===== config.mk =====
export PLATFORM = sky130hd
export DESIGN_NAME = block_pos_ctrl
export DESIGN_NICKNAME = d
export VERILOG_FILES = /design/src/rtl/block_pos_ctrl.sv
export SDC_FILE = /design/constraint.sdc
export NUM_CORES = 1
export LEC_CHECK = 0
export CORE_UTILIZATION = 54
export DETAILED_ROUTE_END_ITERATION = 8
export PLACE_DENSITY = 0.8
export REMOVE_ABC_BUFFERS = 1
export SLEW_MARGIN = 20
export SYNTH_ARGS = -nofsm -noshare
export SYNTH_HDL_FRONTEND = slang
export SYNTH_SLANG_ARGS = --single-unit

===== constraint.sdc =====
create_clock -name clk -period 2.4 [get_ports clk]
set_input_delay 0.36 -clock clk [delete_from_list [all_inputs] [get_ports clk]]
set_output_delay 0.36 -clock clk [all_outputs]
set_load 0.01 [all_outputs]

===== src/rtl/block_pos_ctrl.sv =====
// Active-piece position controller (BLOCK_POS_HARD_DROP_EN adds op 5 hard drop): accept -> CHECK -> commit, 2-cycle latency.
// move_ready is high only in IDLE with no gravity drop pending; gravity wins over a waiting user move.
module block_pos_ctrl #(
   parameter int X_W        = 10,
   parameter int Y_W        = 10,
   parameter int ROT_W      = 2,
   parameter int BOARD_W    = 10,
   parameter int BOARD_H    = 20,
   parameter int SPAWN_X    = 4,
   parameter int SPAWN_Y    = 0,
   parameter int GRAV_TICKS = 50
) (
   input  logic             clk,
   input  logic             rst_n,
   input  logic             err,
   input  logic             tick,
   input  logic             move_valid,
   input  logic [2:0]       move_op,
   output logic             move_ready,
   output logic             cand_valid,
   output logic [X_W-1:0]   cand_x,
   output logic [Y_W-1:0]   cand_y,
   output logic [ROT_W-1:0] cand_rot,
   input  logic             coll_hit,
   output logic [X_W-1:0]   block_pos_x,
   output logic [Y_W-1:0]   block_pos_y,
   output logic [ROT_W-1:0] rotate,
   output logic             lock_pulse,
   output logic             spawn_pulse
);

   typedef enum logic [1:0] {IDLE, CHECK, LOCK, SPAWN} state_t;

   localparam int               CNT_W   = (GRAV_TICKS > 1) ? $clog2(GRAV_TICKS) : 1;
   localparam logic [X_W-1:0]   SX      = X_W'(SPAWN_X);
   localparam logic [Y_W-1:0]   SY      = Y_W'(SPAWN_Y);
   localparam logic [X_W-1:0]   X_MAX   = X_W'(BOARD_W - 1);
   localparam logic [Y_W-1:0]   Y_MAX   = Y_W'(BOARD_H - 1);
   localparam logic [CNT_W-1:0] CNT_TOP = CNT_W'(GRAV_TICKS - 1);

   state_t             state_q, state_d;
   logic [X_W-1:0]     x_q, x_d, cand_x_q, cand_x_d;
   logic [Y_W-1:0]     y_q, y_d, cand_y_q, cand_y_d;
   logic [ROT_W-1:0]   rot_q, rot_d, cand_rot_q, cand_rot_d;
   logic               cand_valid_q, cand_valid_d;
   logic               oob_q, oob_d;
   logic               down_q, down_d;
   logic               hd_q, hd_d;
   logic               pend_q, pend_d;
   logic               lock_q, lock_d;
   logic               spawn_q, spawn_d;
   logic [CNT_W-1:0]   cnt_q, cnt_d;

   logic accept, take_grav, counting, wrap, hit;

   assign move_ready = (state_q == IDLE) && !pend_q;
   assign accept     = move_valid && move_ready;
   assign take_grav  = (state_q == IDLE) && pend_q;
   // Gravity is frozen while a piece locks/respawns and during a hard drop.
   assign counting   = ((state_q == IDLE) || (state_q == CHECK)) && !hd_q;
   assign wrap       = counting && tick && (cnt_q == CNT_TOP);
   // Out-of-range candidates behave as collisions regardless of coll_hit.
   assign hit        = oob_q || coll_hit;

   always_comb begin
      state_d      = state_q;
      x_d          = x_q;
      y_d          = y_q;
      rot_d        = rot_q;
      cand_x_d     = cand_x_q;
      cand_y_d     = cand_y_q;
      cand_rot_d   = cand_rot_q;
      cand_valid_d = cand_valid_q;
      oob_d        = oob_q;
      down_d       = down_q;
      hd_d         = hd_q;
      lock_d       = 1'b0;
      spawn_d      = 1'b0;
      cnt_d        = cnt_q;
      if (counting && tick) begin
         cnt_d = wrap ? '0 : cnt_q + CNT_W'(1);
      end
      pend_d = (pend_q && !take_grav) || wrap;

      case (state_q)
         IDLE: begin
            if (take_grav) begin
               state_d      = CHECK;
               cand_valid_d = 1'b1;
               cand_x_d     = x_q;
               cand_y_d     = y_q + Y_W'(1);
               cand_rot_d   = rot_q;
               oob_d        = (y_q >= Y_MAX);
               down_d       = 1'b1;
            end else if (accept) begin
               state_d      = CHECK;
               cand_valid_d = 1'b1;
               cand_x_d     = x_q;
               cand_y_d     = y_q;
               cand_rot_d   = rot_q;
               oob_d        = 1'b0;
               down_d       = 1'b0;
               case (move_op)
                  3'd0: begin
                     cand_x_d = x_q - X_W'(1);
                     oob_d    = (x_q == '0);
                  end
                  3'd1: begin
                     cand_x_d = x_q + X_W'(1);
                     oob_d    = (x_q >= X_MAX);
                  end
                  3'd2: begin
                     cand_y_d = y_q + Y_W'(1);
                     oob_d    = (y_q >= Y_MAX);
                     down_d   = 1'b1;
                  end
                  3'd3: cand_rot_d = rot_q + ROT_W'(1);
                  3'd4: cand_rot_d = rot_q - ROT_W'(1);
`ifdef BLOCK_POS_HARD_DROP_EN
                  3'd5: begin
                     cand_y_d = y_q + Y_W'(1);
                     oob_d    = (y_q >= Y_MAX);
                     down_d   = 1'b1;
                     hd_d     = 1'b1;
                  end
`endif
                  default: begin
                     state_d      = IDLE;
                     cand_valid_d = 1'b0;
                  end
               endcase
            end
         end
         CHECK: begin
            if (hd_q) begin
               // Hard drop keeps stepping down one row per cycle until the first hit.
               if (hit) begin
                  state_d      = LOCK;
                  lock_d       = 1'b1;
                  cand_valid_d = 1'b0;
                  hd_d         = 1'b0;
               end else begin
                  y_d      = cand_y_q;
                  cand_y_d = cand_y_q + Y_W'(1);
                  oob_d    = (cand_y_q >= Y_MAX);
               end
            end else begin
               cand_valid_d = 1'b0;
               if (hit) begin
                  if (down_q) begin
                     state_d = LOCK;
                     lock_d  = 1'b1;
                  end else begin
                     state_d = IDLE;
                  end
               end else begin
                  state_d = IDLE;
                  x_d     = cand_x_q;
                  y_d     = cand_y_q;
                  rot_d   = cand_rot_q;
               end
            end
         end
         LOCK: begin
            state_d    = SPAWN;
            spawn_d    = 1'b1;
            x_d        = SX;
            y_d        = SY;
            rot_d      = '0;
            cand_x_d   = SX;
            cand_y_d   = SY;
            cand_rot_d = '0;
            cnt_d      = '0;
         end
         default: begin
            state_d = IDLE;
            cnt_d   = '0;
         end
      endcase

      if (err) begin
         state_d      = IDLE;
         x_d          = SX;
         y_d          = SY;
         rot_d        = '0;
         cand_x_d     = SX;
         cand_y_d     = SY;
         cand_rot_d   = '0;
         cand_valid_d = 1'b0;
         oob_d        = 1'b0;
         down_d       = 1'b0;
         hd_d         = 1'b0;
         pend_d       = 1'b0;
         lock_d       = 1'b0;
         spawn_d      = 1'b0;
         cnt_d        = '0;
      end
   end

   always_ff @(posedge clk or negedge rst_n) begin
      if (!rst_n) begin
         state_q      <= IDLE;
         x_q          <= SX;
         y_q          <= SY;
         rot_q        <= '0;
         cand_x_q     <= SX;
         cand_y_q     <= SY;
         cand_rot_q   <= '0;
         cand_valid_q <= 1'b0;
         oob_q        <= 1'b0;
         down_q       <= 1'b0;
         hd_q         <= 1'b0;
         pend_q       <= 1'b0;
         lock_q       <= 1'b0;
         spawn_q      <= 1'b0;
         cnt_q        <= '0;
      end else begin
         state_q      <= state_d;
         x_q          <= x_d;
         y_q          <= y_d;
         rot_q        <= rot_d;
         cand_x_q     <= cand_x_d;
         cand_y_q     <= cand_y_d;
         cand_rot_q   <= cand_rot_d;
         cand_valid_q <= cand_valid_d;
         oob_q        <= oob_d;
         down_q       <= down_d;
         hd_q         <= hd_d;
         pend_q       <= pend_d;
         lock_q       <= lock_d;
         spawn_q      <= spawn_d;
         cnt_q        <= cnt_d;
      end
   end

   assign cand_valid  = cand_valid_q;
   assign cand_x      = cand_x_q;
   assign cand_y      = cand_y_q;
   assign cand_rot    = cand_rot_q;
   assign block_pos_x = x_q;
   assign block_pos_y = y_q;
   assign rotate      = rot_q;
   assign lock_pulse  = lock_q;
   assign spawn_pulse = spawn_q;

endmodule


== Word-level counts from Yosys, hierarchy flattened ==
Cells that the tools add are included.

* Output and inout bits: 48
* Bits in registers: 59
* Logic and storage cells: 144
* Bits of input ports: 9

* Multiplexer cells: 73
* $lt $le $gt $ge: 3
* $add $sub $neg: 7
* Reduce and logical (&&, ||, !) cells: 33
* Eq/ne operators: 13

{| class="wikitable"
|+ Operator list
! operator !! number
|-
| $mux W10 || 14
|-
| $pmux W10 S2 || 4
|-
| $add A10 B1 Y10 const B || 3
|-
| $mux W1 || 30
|-
| $pmux W10 S3 || 1
|-
| $mux W2 || 13
|-
| $mux W6 || 4
|-
| $ge A10 B5 Y1 const B || 2
|-
| $pmux W2 S2 || 3
|-
| $reduce_bool A3 Y1 || 4
|-
| $ge A10 B4 Y1 const B || 1
|-
| $logic_not A10 Y1 || 1
|-
| $sub A10 B1 Y10 const B || 1
|-
| $ne A3 B3 Y1 const B || 3
|-
| $ne A4 B4 Y1 const B || 2
|-
| $reduce_and A2 Y1 || 4
|-
| $reduce_and A4 Y1 || 2
|-
| $logic_and A1 B1 Y1 || 7
|-
| $add A6 B1 Y6 const B || 1
|-
| $eq A3 B2 Y1 const B || 2
|-
| $eq A6 B6 Y1 const B || 1
|-
| $pmux W2 S3 || 1
|-
| $reduce_and A3 Y1 || 2
|-
| $reduce_or A5 Y1 || 1
|-
| 16 further kinds || 22
|}

== Logic depth before layout (Yosys ltp) ==
Gate-level depths: netlist of run 1.

* Depth after elaboration: 9
* Mapped depth: 10
* Depth with buffers taken out: 9

== Worst setup path after synthesis of run 1 ==
No wires, ideal clock.

* Kind: input to register
* Start point: in move_op[0]
* End point: reg cand_x_q[9], in the netlist cand_x[9]
* Required time: 2272 ps
* Library setup time: 128 ps
* Cell stages on the path: 9
* Path buffers: 1
* Arrival: 2200 ps
* Setup slack: 72 ps
* Cells stage by stage: clkbuf_1 -> nand2_1 -> ha_1 -> a21o_1 -> a21o_1 -> a21oi_1 -> a21oi_1 -> nor4bb_1 -> nand2_1

* Longest elaborated chain between the ends: 6
* Elaborated cells on any way between the ends: 7
* Classes of those cells: 1 x eq/ne; 5 x mux; 1 x reduce/logical

{| class="wikitable"
|+ RTL lines
! element !! line !! RTL
|-
| start, declared || 18 || <nowiki>input logic [2:0] move_op,</nowiki>
|-
| $eq A3 B1 Y1 / $logic_not A3 Y1 (equally long branches) || 103 || <nowiki>case (move_op)</nowiki>
|-
| $pmux W10 S2 * || 103 ||
|-
| $mux W10 * || 95 || <nowiki>end else if (accept) begin</nowiki>
|-
| $mux W10 * || 87 || <nowiki>if (take_grav) begin</nowiki>
|-
| $pmux W10 S2 * || 85 || <nowiki>case (state_q)</nowiki>
|-
| $mux W10 * || 181 || <nowiki>if (err) begin</nowiki>
|-
| end signal, assigned || 222 || <nowiki>cand_x_q <= cand_x_d;</nowiki>
|-
| end, declared || 42 || <nowiki>logic [X_W-1:0] x_q, x_d, cand_x_q, cand_x_d;</nowiki>
|}

Every way passes the cells marked *; elsewhere a longest branch is shown, timed or not. The select of a mux whose other input is x is not followed.
A chain may end at the register's enable or synchronous reset.

== Final worst setup path of run 1 ==
* Start point: reg state_q[1]
* End point: reg rot_q[1], in the netlist rotate[1]

* Longest elaborated chain between the ends: 3
* Elaborated cells on any way between the ends: 8
* Classes of those cells: 4 x eq/ne; 2 x mux; 2 x reduce/logical

{| class="wikitable"
|+ RTL lines
! element !! line !! RTL
|-
| start, declared || 41 || <nowiki>state_t state_q, state_d;</nowiki>
|-
| start signal, assigned || 218 || <nowiki>state_q <= state_d;</nowiki>
|-
| $eq A2 B1 Y1 / $eq A2 B2 Y1 (equally long branches) || 85 ||
|-
| $ne A3 B3 Y1 (no line) (tied with other cells) || -- ||
|-
| $reduce_and A3 Y1 (no line) / $mux W2 (equally long branches) || -- ||
|-
| end signal, assigned || 221 || <nowiki>rot_q <= rot_d;</nowiki>
|-
| end, declared || 44 || <nowiki>logic [ROT_W-1:0] rot_q, rot_d, cand_rot_q, cand_rot_d;</nowiki>
|}

Several ways; a longest one is shown, not always the timed one.

==> summary.txt, run 1 <==
Synthesis
  – Top cell type's share of synthesized area: 0.397
  – Primary FF master, synth: dfrtp_1
  – Post-Syn Area: 3590 um2
  – FFs w/ async S/R, synth: 1.00
  – Synth unique cells: between 60 and 70
  – Most common cell in the netlist: nand2_1
  – Ys Warns: 0
  – Yosys top cell by area: dfrtp_1
  – Seq/Total Area, Yosys: 0.412
  – Area contributors post-synth: dfrtp_1, nand2_1, o21ai_0
  – Flops & latches, synth: 59
  – Top cells by count, synth: nand2_1, dfrtp_1, o21ai_0
  – Avg Cell Area, Syn: about 8.7 um2
  – Post-synth EDFFs: 0
  – Synthesized instance count: about 410

Worst setup path
  – Critical path class: flip-flop to flip-flop
  – CP startpoint kind: flip-flop
  – Critical path's top delay family: compound AO/OA/AOI/OAI gates
  – Worst Setup End Kind: flip-flop
  – Max incr delay on CP: slightly below 0.6 ns
  – WP buf/inv: 1
  – Critical path data required time: approximately 2.6 ns
  – Crit path arrival time: ~2.5 ns
  – CP Cell Sequence: inv_1, ha_1, o21ai_0, a21oi_1, a21o_1, o21ai_0
  – Largest fanout on the critical path: 24
  – Critical Path Most Common Cell: o21ai_0
  – Worst path slowest cell: a21o_1

Routing
  – DRC: 0
  – Via count: between 3,000 and 4,000
  – Vias/cell: around 6.0
  – Drt total wl: approximately 9700 um
  – Initial DRC count: 330
  – Routed WL per cell: about 17 um
  – First-pass detailed-route iteration total: 6
  – Routed Antenna Nets: 0

Global route
  – Initial antenna violation count: 0
  – First-pass GRT wire length: about 16,000 um
  – Global route total overflow: 0
  – Largest net degree at the start of global routing: 33
  – Number of global-route vias before repair: 3,241
  – GRT Total Usage: 0.290

Layout
  – Layout area overhead: 31.2%
  – Nets: 525
  – Share of cells above drive strength 1: 0.143
  – Finished Layout Cells: just under 600
  – # diodes: 0

STA
  – RSZ-0062 raised after global routing: no
  – Final setup vio count: 0
  – Worst Setup Slack, final: 0.140 ns
  – Clk_skew: slightly above 0.01 ns
  – Slew HR: 0.528
  – Minimum clock period: 2.26 ns
  – Final period utilization: 0.942
  – F_max: ~0.44 GHz
  – Final hold viol count: 0
  – Slew Viols, Final: 0
  – Worst slew pin tran: 0.709 ns

Clock network
  – Clk Latency, worst-skew pair: 0.35 ns
  – Root buffer selected by CTS: clkbuf_8
  – Worst-path clk slew: 0.08 ns
  – Num CTS Buffers: 9
  – Max Root-Sink Buffers: 2
  – Hold buffers post-CTS: 0
  – CTS Sinks: 59
  – CTS tree: done
  – H-tree depth: 3

Die
  – FP Rows: 29
  – Initial Util: 0.562
  – Die width: 83.6 um
  – Chip height: around 84 um
  – Core Area: 6390 um2
  – Die ar.: between 6000 and 7000 um2
  – Ports: between 50 and 60

Place
  – IO Port Bufs: 56
  – GPL Wtd Cong: approximately 0.94
  – Setup WS pre-CTS: -0.369 ns
  – Placed insts: around 570
  – DP HPWL: ~7000 um

Flow run
  – MaxCap Viol Count: 0

Power and ir drop
  – Final Total Pwr: ~3300 uW
  – Max VDD drop: ~460 uV
  – Leak: approximately 0.0021 uW
  – Pwr Density: slightly below 700 nW/um2

Hold path
  – Worst Hold Class: input port to async pin

Run status
  – Status: finished, final reports clean
-- metrics by stage --
| stage | cell area [um2] | util | setup TNS (ns) | hold slack (ns) |
|---|---|---|---|---|
| after floorplan | 3510 | - | -0.234 | 0.0644 |
| after CTS | 4690 | 0.734 | 0 | 0.0545 |
| after global routing | 4710 | 0.738 | 0 | 0.107 |
| final | 4710 | 0.738 | 0 | 0.0397 |
| after global placement | 4460 | 0.699 | -1.39 | 0.427 |
| after detailed placement | 4460 | 0.699 | -1.78 | 0.431 |
-- registers in the layout, summed over array words and instances, names as in the netlist, 2 cells and up --
| name | cells |
|---|---|
| state_q | 2 |
| cnt_q | 6 |
| block_pos_y | 10 |
| rotate | 2 |
| block_pos_x | 10 |
| cand_rot | 2 |
| cand_y | 10 |
| cand_x | 10 |
-- repair_timing --
| item | CTS | global route |
|---|---|---|
| setup buffers | 0 | 0 |
| endpoints found under the hold margin | 0 | 0 |
| setup endpoints to repair | 0 | 15 |
| gates resized for setup | 0 | 7 |
-- path summary, 6_finish.rpt --
check                                       startpoint                          to  slack [ns]  cells past startpoint
worst max-delay path            state_q[1]$_DFFE_PN0P_       rotate[1]$_DFFE_PN0P_        0.14                      6
worst min-delay path                             rst_n       cand_y[6]$_DFFE_PN0P_        0.04                      1
worst max register to register  state_q[1]$_DFFE_PN0P_       rotate[1]$_DFFE_PN0P_        0.14                      6
worst min register to register   cand_x[2]$_DFFE_PN1P_       cand_x[2]$_DFFE_PN1P_        0.49                      2
max in group asynchronous                        rst_n  block_pos_x[8]$_DFFE_PN0P_        1.74                      2
min in group clk                 cand_x[2]$_DFFE_PN1P_       cand_x[2]$_DFFE_PN1P_        0.49                      2
-- layout make-up --
class | count | area, um2
clock inverters | 4 | 72.6
clock buffers | 12 | 155
inverters | 10 | 40.0
fillers | 501 | 1670
well taps | 77 | 96.3
multi-input cells | 328 | 2020
flip-flops and latches | 59 | 1480
repair buffers | 92 | 851
-- kinds of logic after synthesis --
| kind of cell | Yosys count | share of synthesized area |
|---|---|---|
| xor gates and xnor gates | 24 | 0.0585 |
| DFF | 59 | 0.412 |
| AOI/OAI and AO/OA | 115 | 0.200 |
| and+or+nand+nor | 171 | 0.233 |
| muxes | 2 | 0.00592 |
| buffers and inverters | 26 | 0.0327 |
| adders and majority gates | 16 | 0.0578 |
-- where the power goes --
group          switching (uW)  internal [uW]
logic                     565            478
registers                 105           1080
clock network             412            640
total                    1080           2200
-- layer usage --
metal	global-route usage	up-vias	wire length, um
met5	0	-	0
met4	0.117	0	167
met3	0.0435	15	556
met2	0.477	138	4780
met1	0.383	1662	4170
li1	-	1663	-
-- layout by cell type, fill, tap and decap left out, types with 10 or more instances in the layout --
cell and count:
nand2_1 72, dfrtp_1 57, clkdlybuf4s50_1 55, o21ai_0 47
buf_4 34, nor2_1 28, a21oi_1 18, xor2_1 14
ha_1 14, clkbuf_8 11, nor3_1 10, nand3_1 10
xnor2_1 10
No activity file was read; power rests on OpenSTA's default activity.
==> run 2, diff against run 1 <==
--- a/config.mk
+++ b/config.mk
@@ -7,7 +7,7 @@
 export LEC_CHECK = 0
 export CORE_UTILIZATION = 54
 export DETAILED_ROUTE_END_ITERATION = 8
-export PLACE_DENSITY = 0.8
+export PLACE_DENSITY_LB_ADDON = 0.12
 export REMOVE_ABC_BUFFERS = 1
 export SLEW_MARGIN = 20
 export SYNTH_ARGS = -nofsm -noshare
==> run 2 against run 1 <==
Compared with the run above:
- critical path depth shrank 1
- sequential share of layout area is 0.24 points higher
- non-clock buffer count up 1
- sequential cell count stayed put
- count of clock-buffer cells in the layout shrank 3
- core utilization is 0.55 points lower
- clock power down 21%
- register-to-register slack better by 0.04 ns
- routed wire length shrank 4.6%
- highest routed layer unchanged
==> summary.txt, run 2 (same netlist as run 1, synthesis figures left out) <==
Layout
  – Fillers: 499 (-0.40%)
  – Share of cells above drive strength 1: 0.144 (+0.00169)
  – Commonest non-fill, non-tap cell in the layout: nand2_1
  – # diodes: 0 (unchanged)
  – Layout area overhead: 30.2%
  – Finished Layout Cells: 583 (+0.17%)
  – Nets: 526 (+0.19%)
  – Post-route cell area: 4680 um2 (-0.74%)
  – Leading cell types in the layout, fill and taps excluded: nand2_1, dfrtp_1, clkdlybuf4s50_1, o21ai_0, buf_4

Power and ir drop
  – Pwr Density: 651 nW/um2 (-6.5%)
  – Final Total Pwr: 3040 uW (-7.2%)
  – Clock power frac: 0.272 (-0.049)
  – Sw Share: 0.364 (+0.0340)
  – Logic pwr share: 0.339 (+0.021)
  – Seq pwr share: 0.389 (+0.027)
  – Leak: 0.00205 uW (-1.1%)
  – Max VDD drop: 472 uV (+2.3%)
  – P_int: 1940 uW (-12%)
  – Switching power: 1110 uW (+2.4%)

Routing
  – Routed Antenna Nets: 0 (unchanged)
  – DRC: 0 (unchanged)
  – First-pass detailed-route iteration total: 5 (-1)
  – Routed WL per cell: 15.8 um (-4.8%)
  – Initial DRC count: 244 (-26%)
  – Drt total wl: 9240 um (-4.6%)
  – Via count: 3,402 (-2.2%)
  – Vias/cell: 5.84 (-2.4%)

Place
  – Placed insts: 566 (unchanged)
  – Dpl cell area: 4460 um2 (unchanged)
  – IO Port Bufs: 56 (unchanged)
  – GPL Wtd Cong: 0.908 (-3.8%)
  – Setup WS pre-CTS: -0.293 ns (+0.0760 ns)
  – DP HPWL: 6620 um (-3.9%)

Clock network
  – Num CTS Buffers: 9 (unchanged)
  – CTS Sinks: 59 (unchanged)
  – Worst-path clk slew: 0.07 ns (about the same)
  – Max Root-Sink Buffers: 2 (unchanged)
  – CTS tree: done
  – H-tree depth: 3 (unchanged)
  – Root buffer selected by CTS: clkbuf_8
  – Clk Latency, worst-skew pair: 0.35 ns (about the same)

Worst setup path
  – RR Endpoint: cand_y[3]$_DFFE_PN0P_
  – Crit path arrival time: 1.92 ns (-0.53 ns)
  – Worst r2r path cells: 8 (+2)
  – CP startpoint kind: flip-flop
  – Worst reg2reg setup slack: 0.18 ns (+0.04 ns)
  – Largest fanout on the critical path: 10 (-58%)
  – Critical path data required time: 2.04 ns (-0.55 ns)
  – Crit path from: state_q[0]$_DFFE_PN0P_
  – Worst Setup End Kind: output port
  – Critical path class: flip-flop to output port
  – Worst R2R Start: state_q[0]$_DFFE_PN0P_

STA
  – F_max: 0.439 GHz (-0.84%)
  – Final setup vio count: 0 (unchanged)
  – Clk_skew: 0.00771 ns (-0.00256 ns)
  – Slew Viols, Final: 0 (unchanged)
  – Slew HR: 0.565 (+0.0378)
  – Final hold viol count: 0 (unchanged)
  – WHS: 0.374 ns (+0.335 ns)
  – Worst slew pin tran: 0.652 ns (-0.0567 ns)
  – Worst Setup Slack, final: 0.121 ns (-0.0192 ns)
  – Minimum clock period: 2.28 ns (+0.0192 ns)
  – Final period utilization: 0.950 (+0.00801)

Global route
  – Global route total overflow: 0 (unchanged)
  – Largest net degree at the start of global routing: 55 (+67%)
  – Number of global-route vias before repair: 3,101 (-4.3%)
  – Initial antenna violation count: 0 (unchanged)
  – GRT Total Usage: 0.276 (-0.0140)
  – First-pass GRT wire length: 15,300 um (-4.0%)

Flow run
  – MaxCap Viol Count: 0 (unchanged)

Die
  – Core Area: 6390 um2 (unchanged)
  – Chip height: 83.6 um (unchanged)
  – Ports: 57 (unchanged)
  – Die ar.: 6980 um2 (unchanged)
  – Die width: 83.6 um (unchanged)
  – Initial Util: 0.562 (unchanged)
  – FP Rows: 29 (unchanged)

Run status
  – Status: finished, final reports clean

Hold path
  – Worst Hold Class: input port to async pin
-- run 2: cell count changes in the layout (fill, tap and decap cells not counted), sizes merged --
| cell | previous run | this run |
|---|---|---|
| clkinvlp | 1 | 3 |
| clkinv | 1 | 3 |
| inv | 10 | 11 |
| dlygate4sd3 | 0 | 1 |
| bufinv | 2 | 0 |
| clkbuf | 12 | 9 |
-- run 2: power groups by stage --
stage	clock (uW)	combinational [uW]	sequential, uW
after detailed placement	0	1000	1200
after global placement	0	983	1200
final	828	1030	1180
after global routing	879	1140	1200
after CTS	839	1010	1180
after floorplan	0	559	1200
-- run 2: repair_timing --
item,4_1_cts,5_1_grt
hold buffers,1,0
gates resized for setup,0,9
endpoints found under the setup margin,0,14
setup buffers,0,0
endpoints found under the hold margin,5,0
-- run 2: per-stage QoR --
| stage | setup TNS, ns | util |
|---|---|---|
| 3_5_place_dp | -1.43 | 0.699 |
| 4_1_cts | 0 | 0.728 |
| 5_1_grt | -0.00188 | 0.732 |
| 3_3_place_gp | -1.02 | 0.699 |
| 6_report | 0 | 0.732 |
| 2_1_floorplan | -0.234 | - |
-- run 2: layer usage --
metal | vias to the layer above | GRT usage | share of wire
met5 | - | 0 | 0
met4 | 0 | 0.0724 | 0.012
met3 | 12 | 0.0485 | 0.056
met2 | 121 | 0.450 | 0.47
met1 | 1610 | 0.380 | 0.46
li1 | 1659 | - | -
-- run 2: cell type report --
class / instances / area (um2) / share of cell area
clock inverters: 7 / 53.8 / 0.0115
clock buffers: 9 / 124 / 0.0265
well taps: 77 / 96.3 / 0.0206
multi-input cells: 328 / 2020 / 0.432
repair buffers: 93 / 865 / 0.185
inverters: 10 / 40.0 / 0.00856
flip-flops and latches: 59 / 1480 / 0.316
-- run 2: critical path: stages, from the launching register on --
cell and delay [ns]:
dfrtp_1 0.43, inv_1 0.11, ha_2 0.31, inv_4 0.06
nor2_1 0.11, clkdlybuf4s50_1 0.55
-- run 2: worst max path at each step --
stage / slack (ns) / cells after the start / to
after CTS: 0.01 / 5 / move_ready
after detailed placement: -0.29 / 11 / cand_x[9]$_DFFE_PN0P_
after global routing: -0.002 / 11 / cand_x[8]$_DFFE_PN0P_
after floorplan: -0.02 / 6 / block_pos_x[0]$_DFFE_PN0P_
after global placement: -0.22 / 11 / cand_x[9]$_DFFE_PN0P_
final: 0.12 / 5 / move_ready
